**src/rtl/alsu_arbiter_if.sv**
```systemverilog
`default_nettype none
//==============================================================================
// Module   : alsu_arbiter_if
// Brief    : Requester, result and ALSU-side signals of the ALSU arbiter.
// Revision : 1.0
//==============================================================================
interface alsu_arbiter_if;
  logic        req0;
  logic        req1;
  logic [15:0] cmd0;
  logic [15:0] cmd1;
  logic        gnt0;
  logic        gnt1;
  logic        done0;
  logic        done1;
  logic [5:0]  result;
  logic        err;
  logic [2:0]  alsu_A;
  logic [2:0]  alsu_B;
  logic [2:0]  alsu_opcode;
  logic        alsu_cin;
  logic        alsu_serial_in;
  logic        alsu_direction;
  logic        alsu_red_op_A;
  logic        alsu_red_op_B;
  logic        alsu_bypass_A;
  logic        alsu_bypass_B;
  logic [5:0]  alsu_out;

  // Arbiter side
  modport slave (
    input  req0, req1, cmd0, cmd1, alsu_out,
    output gnt0, gnt1, done0, done1, result, err,
    output alsu_A, alsu_B, alsu_opcode, alsu_cin, alsu_serial_in, alsu_direction,
    output alsu_red_op_A, alsu_red_op_B, alsu_bypass_A, alsu_bypass_B
  );

  // Requesters plus ALSU side
  modport master (
    output req0, req1, cmd0, cmd1, alsu_out,
    input  gnt0, gnt1, done0, done1, result, err,
    input  alsu_A, alsu_B, alsu_opcode, alsu_cin, alsu_serial_in, alsu_direction,
    input  alsu_red_op_A, alsu_red_op_B, alsu_bypass_A, alsu_bypass_B
  );
endinterface
`default_nettype wire

```
**src/rtl/alsu_arbiter.sv**
```systemverilog
`default_nettype none
//==============================================================================
// Module   : alsu_arbiter
// Brief    : Two-requester round-robin front end for a pipelined ALSU, one
//            transaction in flight. Macro ALSU_ARB_PRECHECK_EN rejects invalid
//            commands at grant instead of forwarding them to the ALSU.
// Revision : 1.0
//==============================================================================
module alsu_arbiter #(
  parameter int LAT     = 2,   // ALSU latency in edges, must be >= 2
  parameter int HOLDOFF = 16   // blocked cycles after an invalid command, >= 1
) (
  input wire            clk,
  input wire            rst,
  alsu_arbiter_if.slave bus
);

  localparam int c_CNT_MAX = (LAT > HOLDOFF) ? LAT : HOLDOFF;
  localparam int c_CW      = (c_CNT_MAX < 2) ? 1 : $clog2(c_CNT_MAX);
  localparam logic [c_CW-1:0] c_WAIT_LAST = c_CW'(LAT - 2);
  localparam logic [c_CW-1:0] c_HOLD_LAST = c_CW'(HOLDOFF - 1);

  typedef enum logic [2:0] {
    S_IDLE    = 3'd0,
    S_ISSUE   = 3'd1,
    S_WAIT    = 3'd2,
    S_CAPTURE = 3'd3,
    S_HOLD    = 3'd4
  } state_t;

  typedef struct packed {
    logic [2:0] a;
    logic [2:0] b;
    logic [2:0] opcode;
    logic       cin;
    logic       serial_in;
    logic       direction;
    logic       red_op_a;
    logic       red_op_b;
    logic       bypass_a;
    logic       bypass_b;
  } cmd_t;

  // Opcodes 110/111 are illegal; reduction is only defined for AND/XOR.
  function automatic logic cmd_invalid(input cmd_t c);
    logic opc_bad;
    logic red_bad;
    opc_bad = (c.opcode[2:1] == 2'b11);
    red_bad = (c.red_op_a | c.red_op_b) & (c.opcode[2:1] != 2'b00);
    return opc_bad | red_bad;
  endfunction

  state_t          state_q,    state_d;
  logic [c_CW-1:0] cnt_q,      cnt_d;
  logic            owner_q,    owner_d;
  logic            last_q,     last_d;
  logic            inv_q,      inv_d;
  logic            gnt0_q,     gnt0_d;
  logic            gnt1_q,     gnt1_d;
  logic            done0_q,    done0_d;
  logic            done1_q,    done1_d;
  logic [5:0]      result_q,   result_d;
  logic            err_q,      err_d;
  cmd_t            alsu_cmd_q, alsu_cmd_d;

  logic            w_any_req;
  logic            w_winner;
  cmd_t            w_win_cmd;
  logic            w_win_inv;

  // Round robin: a lone request wins, contention goes to the one not granted last.
  always_comb begin
    w_any_req = bus.req0 | bus.req1;
    if (bus.req0 && bus.req1) begin
      w_winner = ~last_q;
    end else begin
      w_winner = bus.req1 & ~bus.req0;
    end
    w_win_cmd = w_winner ? cmd_t'(bus.cmd1) : cmd_t'(bus.cmd0);
    w_win_inv = cmd_invalid(w_win_cmd);
  end

  always_comb begin
    state_d    = state_q;
    cnt_d      = cnt_q;
    owner_d    = owner_q;
    last_d     = last_q;
    inv_d      = inv_q;
    gnt0_d     = 1'b0;
    gnt1_d     = 1'b0;
    done0_d    = 1'b0;
    done1_d    = 1'b0;
    result_d   = result_q;
    err_d      = err_q;
    alsu_cmd_d = alsu_cmd_q;

    case (state_q)
      S_IDLE: begin
        alsu_cmd_d = '0;
        if (w_any_req) begin
          owner_d = w_winner;
          last_d  = w_winner;
          inv_d   = w_win_inv;
          gnt0_d  = ~w_winner;
          gnt1_d  = w_winner;
          cnt_d   = '0;
          state_d = S_ISSUE;
`ifdef ALSU_ARB_PRECHECK_EN
          alsu_cmd_d = w_win_inv ? cmd_t'('0) : w_win_cmd;
`else
          alsu_cmd_d = w_win_cmd;
`endif
        end
      end

      S_ISSUE: begin
        cnt_d   = '0;
        state_d = S_WAIT;
`ifdef ALSU_ARB_PRECHECK_EN
        // Rejected command never reached the ALSU: report it straight away.
        if (inv_q) begin
          done0_d    = ~owner_q;
          done1_d    = owner_q;
          err_d      = 1'b1;
          alsu_cmd_d = '0;
          state_d    = S_IDLE;
        end
`endif
      end

      S_WAIT: begin
        if (cnt_q == c_WAIT_LAST) begin
          state_d = S_CAPTURE;
        end else begin
          cnt_d = cnt_q + 1'b1;
        end
      end

      S_CAPTURE: begin
        if (inv_q) begin
          cnt_d   = '0;
          state_d = S_HOLD;
        end else begin
          result_d   = bus.alsu_out;
          err_d      = 1'b0;
          done0_d    = ~owner_q;
          done1_d    = owner_q;
          alsu_cmd_d = '0;
          state_d    = S_IDLE;
        end
      end

      // ALSU is blinking its LED; keep the command on the bus and stay blocked.
      S_HOLD: begin
        if (cnt_q == c_HOLD_LAST) begin
          err_d      = 1'b1;
          done0_d    = ~owner_q;
          done1_d    = owner_q;
          alsu_cmd_d = '0;
          state_d    = S_IDLE;
        end else begin
          cnt_d = cnt_q + 1'b1;
        end
      end

      default: begin
        alsu_cmd_d = '0;
        state_d    = S_IDLE;
      end
    endcase
  end

  always_ff @(posedge clk or posedge rst) begin
    if (rst) begin
      state_q    <= S_IDLE;
      cnt_q      <= '0;
      owner_q    <= 1'b0;
      last_q     <= 1'b1;   // so requester 0 wins the first contention
      inv_q      <= 1'b0;
      gnt0_q     <= 1'b0;
      gnt1_q     <= 1'b0;
      done0_q    <= 1'b0;
      done1_q    <= 1'b0;
      result_q   <= '0;
      err_q      <= 1'b0;
      alsu_cmd_q <= '0;
    end else begin
      state_q    <= state_d;
      cnt_q      <= cnt_d;
      owner_q    <= owner_d;
      last_q     <= last_d;
      inv_q      <= inv_d;
      gnt0_q     <= gnt0_d;
      gnt1_q     <= gnt1_d;
      done0_q    <= done0_d;
      done1_q    <= done1_d;
      result_q   <= result_d;
      err_q      <= err_d;
      alsu_cmd_q <= alsu_cmd_d;
    end
  end

  assign bus.gnt0           = gnt0_q;
  assign bus.gnt1           = gnt1_q;
  assign bus.done0          = done0_q;
  assign bus.done1          = done1_q;
  assign bus.result         = result_q;
  assign bus.err            = err_q;
  assign bus.alsu_A         = alsu_cmd_q.a;
  assign bus.alsu_B         = alsu_cmd_q.b;
  assign bus.alsu_opcode    = alsu_cmd_q.opcode;
  assign bus.alsu_cin       = alsu_cmd_q.cin;
  assign bus.alsu_serial_in = alsu_cmd_q.serial_in;
  assign bus.alsu_direction = alsu_cmd_q.direction;
  assign bus.alsu_red_op_A  = alsu_cmd_q.red_op_a;
  assign bus.alsu_red_op_B  = alsu_cmd_q.red_op_b;
  assign bus.alsu_bypass_A  = alsu_cmd_q.bypass_a;
  assign bus.alsu_bypass_B  = alsu_cmd_q.bypass_b;

endmodule
`default_nettype wire
```
**src/flat_wrapper.sv**
```systemverilog
// flat-port wrapper written by rule: the top's interface ports become plain ports
module alsu_arbiter_flat 
#(
  parameter int LAT     = 2,                                         
  parameter int HOLDOFF = 16                                                   
)
  (clk, rst, bus_req0, bus_req1, bus_cmd0, bus_cmd1, bus_alsu_out, bus_gnt0, bus_gnt1, bus_done0, bus_done1, bus_result, bus_err, bus_alsu_A, bus_alsu_B, bus_alsu_opcode, bus_alsu_cin, bus_alsu_serial_in, bus_alsu_direction, bus_alsu_red_op_A, bus_alsu_red_op_B, bus_alsu_bypass_A, bus_alsu_bypass_B);
  alsu_arbiter_if bus_i ();
  input wire clk;
  input wire rst;
  input wire logic [$bits(bus_i.req0)-1:0] bus_req0;
  input wire logic [$bits(bus_i.req1)-1:0] bus_req1;
  input wire logic [$bits(bus_i.cmd0)-1:0] bus_cmd0;
  input wire logic [$bits(bus_i.cmd1)-1:0] bus_cmd1;
  input wire logic [$bits(bus_i.alsu_out)-1:0] bus_alsu_out;
  output wire logic [$bits(bus_i.gnt0)-1:0] bus_gnt0;
  output wire logic [$bits(bus_i.gnt1)-1:0] bus_gnt1;
  output wire logic [$bits(bus_i.done0)-1:0] bus_done0;
  output wire logic [$bits(bus_i.done1)-1:0] bus_done1;
  output wire logic [$bits(bus_i.result)-1:0] bus_result;
  output wire logic [$bits(bus_i.err)-1:0] bus_err;
  output wire logic [$bits(bus_i.alsu_A)-1:0] bus_alsu_A;
  output wire logic [$bits(bus_i.alsu_B)-1:0] bus_alsu_B;
  output wire logic [$bits(bus_i.alsu_opcode)-1:0] bus_alsu_opcode;
  output wire logic [$bits(bus_i.alsu_cin)-1:0] bus_alsu_cin;
  output wire logic [$bits(bus_i.alsu_serial_in)-1:0] bus_alsu_serial_in;
  output wire logic [$bits(bus_i.alsu_direction)-1:0] bus_alsu_direction;
  output wire logic [$bits(bus_i.alsu_red_op_A)-1:0] bus_alsu_red_op_A;
  output wire logic [$bits(bus_i.alsu_red_op_B)-1:0] bus_alsu_red_op_B;
  output wire logic [$bits(bus_i.alsu_bypass_A)-1:0] bus_alsu_bypass_A;
  output wire logic [$bits(bus_i.alsu_bypass_B)-1:0] bus_alsu_bypass_B;
  assign bus_i.req0 = bus_req0;
  assign bus_i.req1 = bus_req1;
  assign bus_i.cmd0 = bus_cmd0;
  assign bus_i.cmd1 = bus_cmd1;
  assign bus_i.alsu_out = bus_alsu_out;
  assign bus_gnt0 = bus_i.gnt0;
  assign bus_gnt1 = bus_i.gnt1;
  assign bus_done0 = bus_i.done0;
  assign bus_done1 = bus_i.done1;
  assign bus_result = bus_i.result;
  assign bus_err = bus_i.err;
  assign bus_alsu_A = bus_i.alsu_A;
  assign bus_alsu_B = bus_i.alsu_B;
  assign bus_alsu_opcode = bus_i.alsu_opcode;
  assign bus_alsu_cin = bus_i.alsu_cin;
  assign bus_alsu_serial_in = bus_i.alsu_serial_in;
  assign bus_alsu_direction = bus_i.alsu_direction;
  assign bus_alsu_red_op_A = bus_i.alsu_red_op_A;
  assign bus_alsu_red_op_B = bus_i.alsu_red_op_B;
  assign bus_alsu_bypass_A = bus_i.alsu_bypass_A;
  assign bus_alsu_bypass_B = bus_i.alsu_bypass_B;
  alsu_arbiter #(.LAT(LAT), .HOLDOFF(HOLDOFF)) u_core (.clk(clk), .rst(rst), .bus(bus_i));
endmodule
```
**config.mk**
```make
export PLATFORM = sky130hd
export DESIGN_NAME = alsu_arbiter_flat
export DESIGN_NICKNAME = d
export VERILOG_FILES = /design/src/rtl/alsu_arbiter_if.sv /design/src/rtl/alsu_arbiter.sv /design/src/flat_wrapper.sv
export SDC_FILE = /design/constraint.sdc
export NUM_CORES = 1
export LEC_CHECK = 0
export CORE_MARGIN = 10
export CORE_UTILIZATION = 40
export DETAILED_ROUTE_END_ITERATION = 16
export GPL_TIMING_DRIVEN = 0
export PLACE_DENSITY = 0.72
export SYNTH_ARGS = -nofsm -noshare
export SYNTH_HDL_FRONTEND = slang
export SYNTH_SLANG_ARGS = --single-unit
export TNS_END_PERCENT = 30
```
**constraint.sdc**
```tcl
create_clock -name clk -period 2.5 [get_ports clk]
set_clock_uncertainty 0.2 [all_clocks]
set_input_delay 0.5 -clock clk [delete_from_list [all_inputs] [get_ports clk]]
set_output_delay 0.5 -clock clk [all_outputs]
set_load 0.1 [all_outputs]
```
==> run summary, run 1 <==
Setup crit start kind - flip-flop
sequential element share of the synthesized area - 0.5240
Final min period - 2478 ps
setup TNS - 0 ps
vias in the first global route - 1,490
r2r worst-path depth - 6
Vias - 1,432
Die W - 86.51 um
DRC errors left - 0
die area - 7483 um^2
Inst Count DP - 284
Synth Cell Area - 1769 um^2
data required time of the worst path - 1800 ps
final worst-path cycle share - 0.9910
DR pass1 iterations - 4
Crit Path Class - reg2out
complex-gate fraction of the synthesized area - 0.1549
Via-to-Cell Ratio - 4.904
area grow syn2layout - 49.51%
critical path's top delay family - buffers and inverters
worst setup path start - u_core.bus.alsu_A[2]
port bufs - 68
largest family of logic cells by synthesized area - simple AND/OR/NAND/NOR gates
share of cells above drive strength 1 - 0.1333
later-pin clock latency in the skew report - 280 ps
Final HPWL DP - 3390 um
Yosys top cell by area - dfrtp_1
ANT nets after route - 0
Max Slew Vio Count - 0
CTS H-tree lvls - 2
number of synthesized register bits - 37
Cell Area, Placed - 2515 um^2
Die H - 86.51 um
CP endpoint - bus_alsu_A[2]
clk buf depth - 2
post-synth net total - 208
initial antenna violation count - 0
first-pass GRT wire length - 7120 um
Slowest-stage cell, CP - clkdlybuf4s50_1
CP max stage delay - 1140 ps
routed wire length - 4435 um
critical path arrival - 1780 ps
crit path max fanout - 2
GRT Util Overall - 0.1168
ant diodes - 0
Hold Slack - 259.4 ps
top cells by count, synth - dfrtp_1, nand2_1, o21ai_0, mux2i_1, nor2_1
clock transition at the registers of the reported paths - 70 ps
clock sinks - 37
Yosys Warn Count - 0
achievable frequency - 403.6 MHz
Synth Area in Adders - 0.01414
status - finished, final reports clean
Area contributors post-synth - dfrtp_1, nand2_1, mux2i_1, mux2_2, o21ai_0
WP buf/inv - 1
initial cell density of the core - 0.4091
RePlAce Congestion - 0.7824
post-synth cell types - 44
final instance area - 2645 um^2
Post-CTS Hold Buffers - 0
crit path cell chain - clkdlybuf4s50_1
Final #Nets - 283
Rows - 24
Post-synth EDFFs - 0
count leader, synth - dfrtp_1
IO Pins - 69
Async SR Flop Fraction - 1.000
Overflow after GRT - 0
Post-Syn Area per Cell - 10.79 um^2
area share of the largest cell type after synthesis - 0.5092
Detailed Route Iter0 Violations - 58
Clock Tree Root - clkbuf_8
mux contribution to synthesized area - 0.09760
post-synthesis xor/xnor area fraction - 0.009901
flop2flop setup slack - 400 ps
Hold Fails Final Rpt - 0
critical path depth - 1
Finished Layout Cells - 292
RSZ-0062 raised after global routing - false
reg2reg start - u_core.cnt_q[0]
worst min path class - reg2reg
Post-CTS Repair Setup Buffers - 0
CP Capture Type - output port
pin count of the biggest net entering global routing - 38
Mapped Cells - 164
simple logic cell fraction of the synthesized area - 0.1591
Top FF cell, synth - dfrtp_1
routed len/inst - 15.19 um
Tightest Pin Transition - 990.5 ps
# Max-Cap Violations - 0
final setup vio count - 0
CTS Buf Count - 5
slew margin rel. - 0.3376
CTS tree - done
core area - 4324 um^2
R2R Path End - u_core.cnt_q[0]
## logic make-up (layout without fill, tap and decap cells)
group                    after synthesis  after routing
AO/OA/AOI/OAI                         37             37
XOR/XNOR                               2              2
adder cells (fa/ha/maj)                2              2
buffers and inverters                 13             89
flip-flops                            37             37
multiplexers                          16             16
AND/OR/NAND/NOR                       57             57
## worst min path at each step
| stage | from | end | slack [ps] | cells after the start |
|---|---|---|---|---|
| finish | u_core.owner_q | u_core.bus.done0 | 260 | 1 |
| global route | u_core.owner_q | u_core.bus.done0 | 300 | 1 |
| CTS | u_core.owner_q | u_core.bus.done0 | 270 | 1 |
| detailed placement | u_core.bus.alsu_B[1] | u_core.bus.alsu_B[1] | 270 | 2 |
| global placement | u_core.bus.alsu_opcode[2] | u_core.bus.alsu_opcode[2] | 260 | 2 |
| floorplan | u_core.owner_q | u_core.bus.done0 | 220 | 1 |
## stage by stage
stage / util / worst slack (ps)
final: 0.6117 / 22.48
after global routing: 0.6117 / 0.6197
after CTS: 0.6007 / 1.964
after detailed placement: 0.5816 / 5.800
after global placement: 0.5816 / -12.55
after floorplan: - / 555.1
## state kept, by name, summed over array words and instances (netlist names), 3 cells and up
| name | flops |
|---|---|
| u_core.bus.alsu_opcode | 3 |
| u_core.bus.result | 6 |
| u_core.bus.alsu_A | 3 |
| u_core.bus.alsu_B | 3 |
| u_core.cnt_q | 4 |
| u_core.state_q | 3 |
## layout by cell type (no fill, tap or decap), types with 2 or more instances in the layout
cell             instances
a21o_1                   2
a21oi_1                  2
a22oi_1                  8
buf_2                    3
buf_4                    3
clkbuf_1                 2
clkbuf_8                 5
clkdlybuf4s50_1         49
clkinv_2                 2
dfrtp_1                 36
dlymetal6s2s_1          19
ha_1                     2
inv_1                    4
mux2_2                   6
mux2i_1                  9
nand2_1                 28
nand3_1                  2
nor2_1                   9
nor2b_1                  2
nor3_1                   3
o21ai_0                 12
o22ai_1                  2
o31ai_1                  2
or3_1                    2
xnor2_1                  2
## final cells by class
cell class                      count  area (um^2)
Buffer                              8        52.55
Clock buffer                        6        72.57
Clock inverter                      2        10.01
Fill cell                         378         1679
Inverter                            5        18.77
Multi-Input combinational cell    114        770.7
Sequential cell                    37        927.1
Tap cell                           52        65.06
Timing Repair Buffer               68        728.2
## what timing repair did
item | in CTS | in global routing
gates resized for setup | 0 | 19
hold endpoints to repair | 0 | 0
setup endpoints to repair | 0 | 19
## layer usage
metal  vias to the layer above  GRT usage  wire [um]
met3                         6    0.03940        293
met1                       666     0.1419       1975
li1                        718          -          -
met5                         -          0          0
met2                        42     0.1826       2098
met4                         0    0.05302         68
Power of run 1 is left out: the tool's default activity adds up to more than one toggle a clock period on the data nets, which glitch-free logic cannot reach.
==> inputs of run 2 (changes only) <==
--- a/config.mk
+++ b/config.mk
@@ -13,4 +13,4 @@
 export SYNTH_ARGS = -nofsm -noshare
 export SYNTH_HDL_FRONTEND = slang
 export SYNTH_SLANG_ARGS = --single-unit
-export TNS_END_PERCENT = 30
+export TNS_END_PERCENT = 20
==> results of run 2 <==
The final DEF is identical to that of run 1; final timing and power are the same.
Power of run 2 is left out for the same reason.
